<file path="config.mk">
export PLATFORM = sky130hd
export DESIGN_NAME = cpu_sequencer
export DESIGN_NICKNAME = d
export VERILOG_FILES = /design/src/rtl/cpu_sequencer.sv
export SDC_FILE = /design/constraint.sdc
export NUM_CORES = 1
export LEC_CHECK = 0
export BUFFER_PORTS_ARGS = -buffer_cell sky130_fd_sc_hd__buf_2
export CORE_AREA = 2 2 39 41
export CTS_CLUSTER_SIZE = 30
export DETAILED_ROUTE_END_ITERATION = 6
export DIE_AREA = 0 0 41 43
export PLACE_DENSITY_LB_ADDON = 0.25
export SYNTH_ARGS = -nofsm -noshare
export SYNTH_HDL_FRONTEND = slang
export SYNTH_SLANG_ARGS = --single-unit
</file>
<file path="constraint.sdc">
create_clock -name clk -period 1.99 [get_ports clk]
set_clock_uncertainty 0.15 [all_clocks]
set_input_delay 0.398 -clock clk [delete_from_list [all_inputs] [get_ports clk]]
set_output_delay 0.398 -clock clk [all_outputs]
set_load 0.005 [all_outputs]
</file>
<file path="src/rtl/cpu_sequencer.sv">
// cpu_sequencer: 8-phase control sequencer for the 8-bit RISC CPU.
// Walks INST_ADDR..STORE one phase per clock and decodes per-phase strobes
// from the current phase, the IR opcode and the accumulator zero flag.
// Ports:
//   clk      - system clock, rising edge
//   rst      - asynchronous active-low reset
//   opcode   - IR[7:5]
//   zero     - accumulator == 0
//   addr_sel - 1: address from PC, 0: from IR[4:0]
//   mem_rd, mem_wr, ir_ld, acc_ld, pc_inc, pc_ld, data_oe - phase strobes
//   halt     - CPU halted
//   phase    - current phase (debug)
module cpu_sequencer #(
  parameter bit STICKY_HALT = 1'b1
) (
  input  logic       clk,
  input  logic       rst,
  input  logic [2:0] opcode,
  input  logic       zero,
  output logic       addr_sel,
  output logic       mem_rd,
  output logic       mem_wr,
  output logic       ir_ld,
  output logic       acc_ld,
  output logic       pc_inc,
  output logic       pc_ld,
  output logic       data_oe,
  output logic       halt,
  output logic [2:0] phase
);

  typedef enum logic [2:0] {
    PhInstAddr  = 3'd0,
    PhInstFetch = 3'd1,
    PhInstLoad  = 3'd2,
    PhIdle      = 3'd3,
    PhOpAddr    = 3'd4,
    PhOpFetch   = 3'd5,
    PhAluOp     = 3'd6,
    PhStore     = 3'd7
  } phase_e;

  localparam logic [2:0] OpHlt = 3'd0;
  localparam logic [2:0] OpSkz = 3'd1;
  localparam logic [2:0] OpAdd = 3'd2;
  localparam logic [2:0] OpAnd = 3'd3;
  localparam logic [2:0] OpXor = 3'd4;
  localparam logic [2:0] OpLda = 3'd5;
  localparam logic [2:0] OpSto = 3'd6;
  localparam logic [2:0] OpJmp = 3'd7;

  phase_e phase_q, phase_d;
  logic   halted_q, halted_d;
  logic   alu_op;

  assign alu_op = (opcode == OpAdd) || (opcode == OpAnd) ||
                  (opcode == OpXor) || (opcode == OpLda);

  always_comb begin
    phase_d  = phase_e'(phase_q + 3'd1);
    halted_d = halted_q;
    if (halted_q) begin
      phase_d = phase_q;
    end else if (STICKY_HALT && (phase_q == PhOpAddr) && (opcode == OpHlt)) begin
      // Park in OP_ADDR so the halted state decodes cleanly until reset.
      phase_d  = phase_q;
      halted_d = 1'b1;
    end
  end

  always_ff @(posedge clk or negedge rst) begin
    if (!rst) begin
      phase_q  <= PhInstAddr;
      halted_q <= 1'b0;
    end else begin
      phase_q  <= phase_d;
      halted_q <= halted_d;
    end
  end

  always_comb begin
    addr_sel = 1'b0;
    mem_rd   = 1'b0;
    mem_wr   = 1'b0;
    ir_ld    = 1'b0;
    acc_ld   = 1'b0;
    pc_inc   = 1'b0;
    pc_ld    = 1'b0;
    data_oe  = 1'b0;
    halt     = 1'b0;
    if (halted_q) begin
      // Opcode is ignored once parked; only halt is asserted.
      halt = 1'b1;
    end else begin
      case (phase_q)
        PhInstAddr: begin
          addr_sel = 1'b1;
        end
        PhInstFetch: begin
          addr_sel = 1'b1;
          mem_rd   = 1'b1;
        end
        PhInstLoad, PhIdle: begin
          addr_sel = 1'b1;
          mem_rd   = 1'b1;
          ir_ld    = 1'b1;
        end
        PhOpAddr: begin
          halt   = (opcode == OpHlt);
          pc_inc = (opcode != OpHlt);
        end
        PhOpFetch: begin
          mem_rd = alu_op;
        end
        PhAluOp: begin
          mem_rd  = alu_op;
          pc_inc  = (opcode == OpSkz) && zero;
          pc_ld   = (opcode == OpJmp);
          data_oe = (opcode == OpSto);
        end
        PhStore: begin
          mem_rd  = alu_op;
          acc_ld  = alu_op;
          pc_ld   = (opcode == OpJmp);
          data_oe = (opcode == OpSto);
          mem_wr  = (opcode == OpSto);
        end
        default: ;
      endcase
    end
  end

  assign phase = phase_q;

endmodule
</file>
==> metrics, run 1 <==
wl on met1 between 400 and 500 um; final HPWL from detailed placement about 740 um; initial antenna violation count 0; Site Rows 14; Nets 84; most common cell after layout, fill and taps aside buf_2; Final Critical Period 2100 ps; peak supply drop roughly 0.00061 V; PortBufs 17; vias in the first global route about 380; largest area contributor in the netlist dfrtp_1; final worst slack -106 ps; Yosys Warn Count 0; post-synth net total 54; GPL Wtd Cong around 0.66; CP startpoint kind register; post-synth top area share between 20% and 30%; Gate power share around 70%; RSZ-0062 raised after global routing yes; clk_lat worst skew about 230 ps; final WL 983 um; crit-path max FO 5; Overall Power between 1 and 1.5 mW; Post-Synthesis Cells 42; Compound-Gate Fraction of Synth Area a little over an eighth; clock power share slightly above 9%; largest net degree at the start of global routing 10; Yosys reg bits 4; Crit. End Element primary output; register area share after synthesis 27.0%; Required @ worst endpoint 1440 ps; clk buf depth 2; final critical-path share of the clock period 105%; Core Footprint 1380 um^2; wire length on met3 54 um; distinct cell type count of the synthesized netlist 22; Tot GR Track Use 12.9%; Synth Area in Simple Gates 25.3%; Setup Viol. Count Final 2; # placed instances 79; switch share 41.7%; Internal 0.602 mW; Hold Crit Class in2async; first-pass GRT wire length ~1500 um; Overflow after GRT 0; endpoints failing hold 0; final slew viol count 0; Post-DRT Antenna Nets 0; most frequent cells in the layout buf_2 (17), buf_4 (7), ha_4 (5), nor2_1 (4); R2R setup slack 320 ps; Worst Tran Pin Value about 280 ps; fin cells 86; Leak 0.292 nW; routed wl met2 515 um; Starting Density about 27%; Crit Path Category reg2out; main combinational cell family by area after synthesis simple AND/OR/NAND/NOR gates; I/O Pins 18; failing checks negative setup slack; worst path arrival time around 1600 ps; die area 1760 um^2; top achievable clock speed 477 MHz; CTS clock-pin slew for the worst setup and hold paths 30 ps; Placed Area approximately 510 um^2; status finished with violations; CTS H-tree depth 1; Synth area leaders dfrtp_1 (27%), ha_1 (20%), xnor2_1 (4.7%); share of post-route cells with drive strength above 1 ~66%; Antenna diodes 0; Slew headroom 80.9%; Top Metal Used met3; Pwr per Cell Area approximately 1600 nW/um^2; final design area excluding fillers approximately 650 um^2; mapped cell area 370 um^2; via/cell ratio between 4 and 5; post-synthesis mux area share about 4.1%; Synth Area in Adders around 20%; Root Driver clkbuf_4; Max Cap Viol 0; sw power 0.430 mW; number of buffers created by CTS 3; DIE HEIGHT 43 um; Routed wire per std cell 11.4 um; initial DRC count 2; sequential share of power about a fifth; routed vias approximately 420; drt first pass iters 2; Die X just over 40 um; Post-Synth XOR/XNOR Area 4.73%; drt drc 0; clock sinks 4; Avg Inst Size Synth about 9 um^2; synth-to-layout area growth 76.7%; CTS tree built
[Yosys cell counts]
cell type	count
nor4_1	1
nand3_1	1
mux2_4	1
xnor2_1	2
a31oi_1	1
nor4b_1	1
o211ai_1	1
clkbuf_1	1
or3_1	2
nand2_1	2
o32ai_1	1
a31oi_2	1
dfrtp_1	4
ha_1	6
nor3_1	3
nand2b_1	1
nor3b_1	1
inv_1	3
inv_2	1
a21oi_1	3
nor3_2	1
nor2_1	4
[registers in the layout, indices dropped and copies added (netlist names)]
name      count
halted_q      1
phase         3
[repair_timing]
item | 4_1_cts | 5_1_grt
buffers inserted | 1 | 2
endpoints found under the hold margin | 4 | 0
endpoints found under the setup margin | 6 | 5
hold buffers | 1 | 0
gates resized for setup | 13 | 8
pin swaps | 3 | 1
[critical path: stages (launching register included)]
cell,delay [ps]
dfrtp_2,440
inv_2,80
ha_2,180
or3_1,340
a21oi_1,130
nor2_1,40
buf_2,120
[worst paths after layout]
kind,from,endpoint,cells past startpoint
worst max register to register,phase[1],phase[1],6
worst min register to register,phase[1],phase[1],1
worst max-delay path,phase[1],addr_sel,6
min in group clk,opcode[0],phase[2],4
max in group asynchronous,rst,phase[2],2
worst min-delay path,rst,halted_q,2
[cells by family (layout without fill, tap and decap cells)]
group                    Yosys count  after routing
AO/OA/AOI/OAI                      7              7
XOR/XNOR                           2              2
adder cells (fa/ha/maj)            6              6
buffers and inverters              5             33
flip-flops                         4              4
multiplexers                       1              1
AND/OR/NAND/NOR                   17             17
[cell type report]
cell class | instances | area [um^2]
multi-input combinational | 33 | 332
sequential | 4 | 104
tap | 16 | 20.0
clock buffer | 3 | 22.5
timing repair buffer | 26 | 159
inverter | 4 | 17.5
fill | 140 | 729
[power by group through the flow]
stage | Sequential, mW | Clock [mW] | Combinational [mW]
after floorplan | 0.174 | 0 | 0.324
after global placement | 0.181 | 0 | 0.549
after detailed placement | 0.185 | 0 | 0.548
after CTS | 0.203 | 0.0995 | 0.639
after global routing | 0.225 | 0.105 | 0.801
final | 0.219 | 0.0944 | 0.719
[routing by layer]
metal	up-vias	GRT usage, %
li1	207	-
met1	201	15.0
met2	14	20.0
met3	0	4.71
met4	0	6.00
met5	-	0
[through the flow]
step | setup TNS (ps) | hold slack (ps) | utilization, % | setup WS [ps]
3_5_place_dp | 0 | 54.8 | 36.8 | 68.1
5_1_grt | -387 | 369 | 47.3 | -141
3_3_place_gp | 0 | 56.2 | 36.8 | 107
2_1_floorplan | 0 | -47.6 | - | 166
4_1_cts | -294 | 344 | 43.3 | -89.4
6_report | -146 | 359 | 47.3 | -106
(Power assumes the default switching activity.)
==> run 2, diff against run 1 <==
Settings changed: PLACE_DENSITY_LB_ADDON 0.25 to not set.
==> run 2 against run 1 <==
  * The flow still finishes with violations (negative setup slack)
  * Sequential share of layout area up 2.0 points
  * Non-clock buffer count down 3
  * Total power down 14%
  * Fmax up 1.2%
  * Register-to-register slack better by 20 ps
  * Setup slack better by 25 ps
  * Largest cell class unchanged
  * Highest routed layer unchanged
==> metrics, run 2 (same netlist as run 1, synthesis figures left out) <==
final critical-path share of the clock period 104%; clock power share 10.9%; sw power between 0.3 and 0.4 mW; PortBufs 17; share of post-route cells with drive strength above 1 between 60 and 70%; final slew viol count 0; failing checks negative setup slack; CTS tree built; Leak roughly 0.27 nW; Nets 81; final HPWL from detailed placement 676 um; Core Footprint around 1400 um^2; routed vias approximately 400; Tot GR Track Use between 10% and 20%; switch share ~42%; DIE HEIGHT ~43 um; peak supply drop about 0.00053 V; synth-to-layout area growth 56.8%; vias in the first global route between 300 and 400; final design area excluding fillers ~580 um^2; Internal between 0.5 and 0.6 mW; Final Critical Period between 2000 and 2500 ps; largest net degree at the start of global routing 10; Site Rows 14; number of buffers created by CTS 3; Gate power share about two thirds; RSZ-0062 raised after global routing yes; Starting Density 26.8%; first-pass GRT wire length roughly 1300 um; final WL about 920 um; initial DRC count 5; Setup Viol. Count Final 4; # placed instances 78; Crit. End Element primary output; initial antenna violation count 0; Crit Path Category reg2out; Slew headroom about four fifths; clock sinks 4; top achievable clock speed about 480 MHz; via/cell ratio between 4 and 5; status finished with violations; die area approximately 1800 um^2; GPL Wtd Cong about 0.61; crit-path max FO 5; Die X roughly 41 um; Root Driver clkbuf_4; drt drc 0; Routed wire per std cell between 10 and 15 um; Worst Tran Pin Value between 200 and 300 ps; most common cell after layout, fill and taps aside buf_2; clk_lat worst skew approximately 230 ps; CP startpoint kind register; worst path arrival time ~1500 ps; Overflow after GRT 0; reg2reg path depth 6; Antenna diodes 0; final worst slack -81.3 ps; hold_ws 346 ps; max FFs per register 3; Post-DRT Antenna Nets 0; Pwr per Cell Area roughly 1500 nW/um^2; Required @ worst endpoint approximately 1400 ps; endpoints failing hold 0; sequential share of power between 20% and 30%; drt first pass iters 4; CTS clock-pin slew for the worst setup and hold paths 40 ps; fin cells just over 80; I/O Pins 18; CTS H-tree depth 1; Overall Power 0.887 mW; most frequent cells in the layout buf_2 (17), buf_4 (5), nor2_1 (4), ha_2 (4); clk buf depth 2; Hold Crit Class in2async; Max Cap Viol 0; Placed Area approximately 500 um^2
==> run 2: changes by cell type in the layout (fill, tap and decap cells not counted), sizes merged <==
| cell | previous run | this run |
|---|---|---|
| buf | 25 | 22 |
==> run 2: worst max-delay path: stages (launching register included) <==
cell and delay (ps):
dfrtp_2 430, ha_2 200, or3_1 380, a21oi_2 120, nor2_1 40, buf_2 120
==> run 2: stage by stage <==
step / setup WS [ps] / TNS [ps] / utilization, %
2_1_floorplan: 166 / 0 / -
3_3_place_gp: 101 / 0 / 36.3
3_5_place_dp: 46.8 / 0 / 36.3
4_1_cts: -110 / -367 / 40.5
5_1_grt: -165 / -692 / 42.0
6_report: -81.3 / -184 / 42.0
==> run 2: timing repair <==
action | 4_1_cts | 5_1_grt
hold buffers | 1 | 0
cloned | 0 | 0
buffers inserted | 1 | 0
gates resized for setup | 8 | 6
endpoints found under the hold margin | 4 | 0
endpoints found under the setup margin | 6 | 9
pin swaps | 2 | 0
==> run 2: worst paths after layout <==
path / from / endpoint / slack, ps
setup / recovery: phase[0] / addr_sel / -80
hold / removal: rst / halted_q / 350
setup reg to reg: phase[0] / phase[1] / 340
hold reg to reg: phase[1] / phase[1] / 430
max in group asynchronous: rst / phase[0] / 1220
min in group clk: opcode[1] / phase[2] / 420
==> run 2: layout make-up <==
type                       instances  area, um^2
clock buffer                       3        22.5
fill                             157         803
inverter                           4        15.0
multi-input combinational         33         287
sequential                         4         104
tap                               16        20.0
timing repair buffer              23         133
==> run 2: power groups by stage <==
stage | sequential [mW] | clock, mW | combinational (mW)
5_1_grt | 0.201 | 0.108 | 0.671
3_3_place_gp | 0.178 | 0 | 0.532
2_1_floorplan | 0.174 | 0 | 0.324
6_report | 0.194 | 0.0969 | 0.596
4_1_cts | 0.185 | 0.105 | 0.576
3_5_place_dp | 0.182 | 0 | 0.526
==> run 2: layer usage <==
layer / track usage [%] / vias up / share of wire (%)
met5: 0 / - / 0
met4: 8.00 / 0 / 0
met3: 1.57 / 0 / 7.6
met2: 20.0 / 17 / 51
met1: 10.8 / 178 / 41
li1: - / 201 / -
==> run 3, diff against run 2 <==
Settings changed: REMOVE_ABC_BUFFERS set to 1.
==> run 3 against run 2 <==
  * The flow still finishes with violations (negative setup slack)
  * Total power increased by 4.7%
  * Critical path depth increased by 1
  * Fmax up 1.0%
  * Count of clock-buffer cells in the layout stayed put
  * Non-clock buffer count grew 4
  * Clock power fell by 0.7%
  * Final area increased by 4.7%
  * Sequential share of layout area is 1.0 points lower
  * Setup slack better by 21 ps
  * Sequential power down 2%
==> metrics, run 3 (same netlist as run 1, synthesis figures left out) <==
GR Layer Usage met1 12.1%; Hold Crit Class in2async; Max Cap Viol 0; DIE HEIGHT between 40 and 50 um; status finished with violations; most frequent cells in the layout buf_2 (17), buf_4 (9), nor2_1 (4), ha_2 (4); met2 layer usage reported by global route between 10% and 20%; Setup Viol. Count Final 4; CTS tree built; final critical-path share of the clock period 103%; final WL 915 um; Final Critical Period 2050 ps; area of the multi-input gates around 290 um^2; routed vias ~400; share of post-route cells with drive strength above 1 about three fifths; Root Driver clkbuf_4; Pwr per Cell Area about 1500 nW/um^2; endpoints failing hold 0; reg2reg path depth 6; CTS H-tree depth 1; Leak 0.293 nW; PortBufs 17; via/cell ratio between 4 and 5; Site Rows 14; first-pass GRT wire length roughly 1300 um; failing checks negative setup slack; top achievable clock speed ~490 MHz; slowest stage cell, crit path dfrtp_2; Overall Power roughly 0.93 mW; Core Footprint 1380 um^2; CP startpoint kind register; clk_lat worst skew 230 ps; drt drc 0; crit-path max FO 5; initial DRC count 3; Reg area 103 um^2; vias in the first global route 340; initial antenna violation count 0; Starting Density 26.8%; final worst slack -59.8 ps; final slew viol count 0; RSZ-0062 raised after global routing yes; Crit. End Element primary output; Required @ worst endpoint ~1400 ps; worst path arrival time approximately 1500 ps; final HPWL from detailed placement just under 700 um; Final Core Density between 40 and 50%; Crit Path Category reg2out; number of buffers created by CTS 3; Routed wire per std cell 10.5 um; I/O Pins 18; Post-DRT Antenna Nets 0; die area roughly 1800 um^2; max FFs per register 3; worst path cell trace inv_2 -> ha_4 -> or3_1 -> a21oi_1 -> nor2_1 -> buf_2; Overflow after GRT 0; clock sinks 4; Antenna diodes 0; fillers 146; most common cell after layout, fill and taps aside buf_2; Nets 85; drt first pass iters 2; grt peak-use layer met2; peak supply drop between 0.0007 and 0.0008 V; clk buf depth 2; Tot GR Track Use 11.4%; largest net degree at the start of global routing 10; Worst Tran Pin Value between 200 and 300 ps; GPL Wtd Cong around 0.65; Slew headroom 82.7%; Die X slightly above 40 um; CTS clock-pin slew for the worst setup and hold paths 40 ps; synth-to-layout area growth 64.2%; crit-path max cell delay around 400 ps; grt met3 use ~3.1%
[run 3: layer usage]
metal  wire length, um  vias up
met5                 0        -
met4                 0        0
met3                78        0
met2               458       15
met1               379      178
li1                  -      208
[run 3: cell type report]
type	count	share of cell area (%)
clock buffers	3	3.70
flip-flops and latches	4	16.9
repair buffers	27	26.7
inverters	4	2.47
multi-input cells	33	46.9
well taps	16	3.29
[run 3: repair_timing]
item	in CTS	in global routing
pin swaps	5	0
hold buffers	1	0
buffers inserted	6	0
endpoints found under the hold margin	4	0
gates resized for setup	8	4
setup endpoints to repair	7	9
[run 3: power breakdown]
part           internal [mW]  total (mW)  switching, mW
Combinational          0.354       0.642          0.287
Sequential             0.131       0.190         0.0590
Clock                 0.0672      0.0962         0.0291
[run 3: stage by stage]
| stage | cells | worst slack, ps | cell area (um^2) | TNS [ps] | hold slack, ps |
|---|---|---|---|---|---|
| 2_1_floorplan | 41 | 166 | 367 | 0 | -47.6 |
| 3_3_place_gp | 78 | 99.5 | 502 | 0 | 55.9 |
| 3_5_place_dp | 78 | 58.6 | 502 | 0 | 55.1 |
| 4_1_cts | 87 | -104 | 594 | -273 | 340 |
| 5_1_grt | 87 | -137 | 608 | -506 | 354 |
| 6_report | 87 | -59.8 | 608 | -128 | 351 |
[run 3: critical path: cells and delay by family (launching register included)]
family / cells / cell delay (ps)
AO/OA/AOI/OAI: 1 / 130
adder cells (fa/ha/maj): 1 / 150
buffers and inverters: 2 / 190
flip-flops: 1 / 400
AND/OR/NAND/NOR: 2 / 400
[run 3: path summary, 6_finish.rpt]
kind / from / endpoint / slack [ps]
max in group asynchronous: rst / phase[0] / 1210
worst max-delay path: phase[0] / addr_sel / -60
worst max register to register: phase[0] / phase[1] / 360
min in group clk: opcode[0] / phase[2] / 420
worst min register to register: halted_q / halted_q / 500
worst min-delay path: rst / halted_q / 350
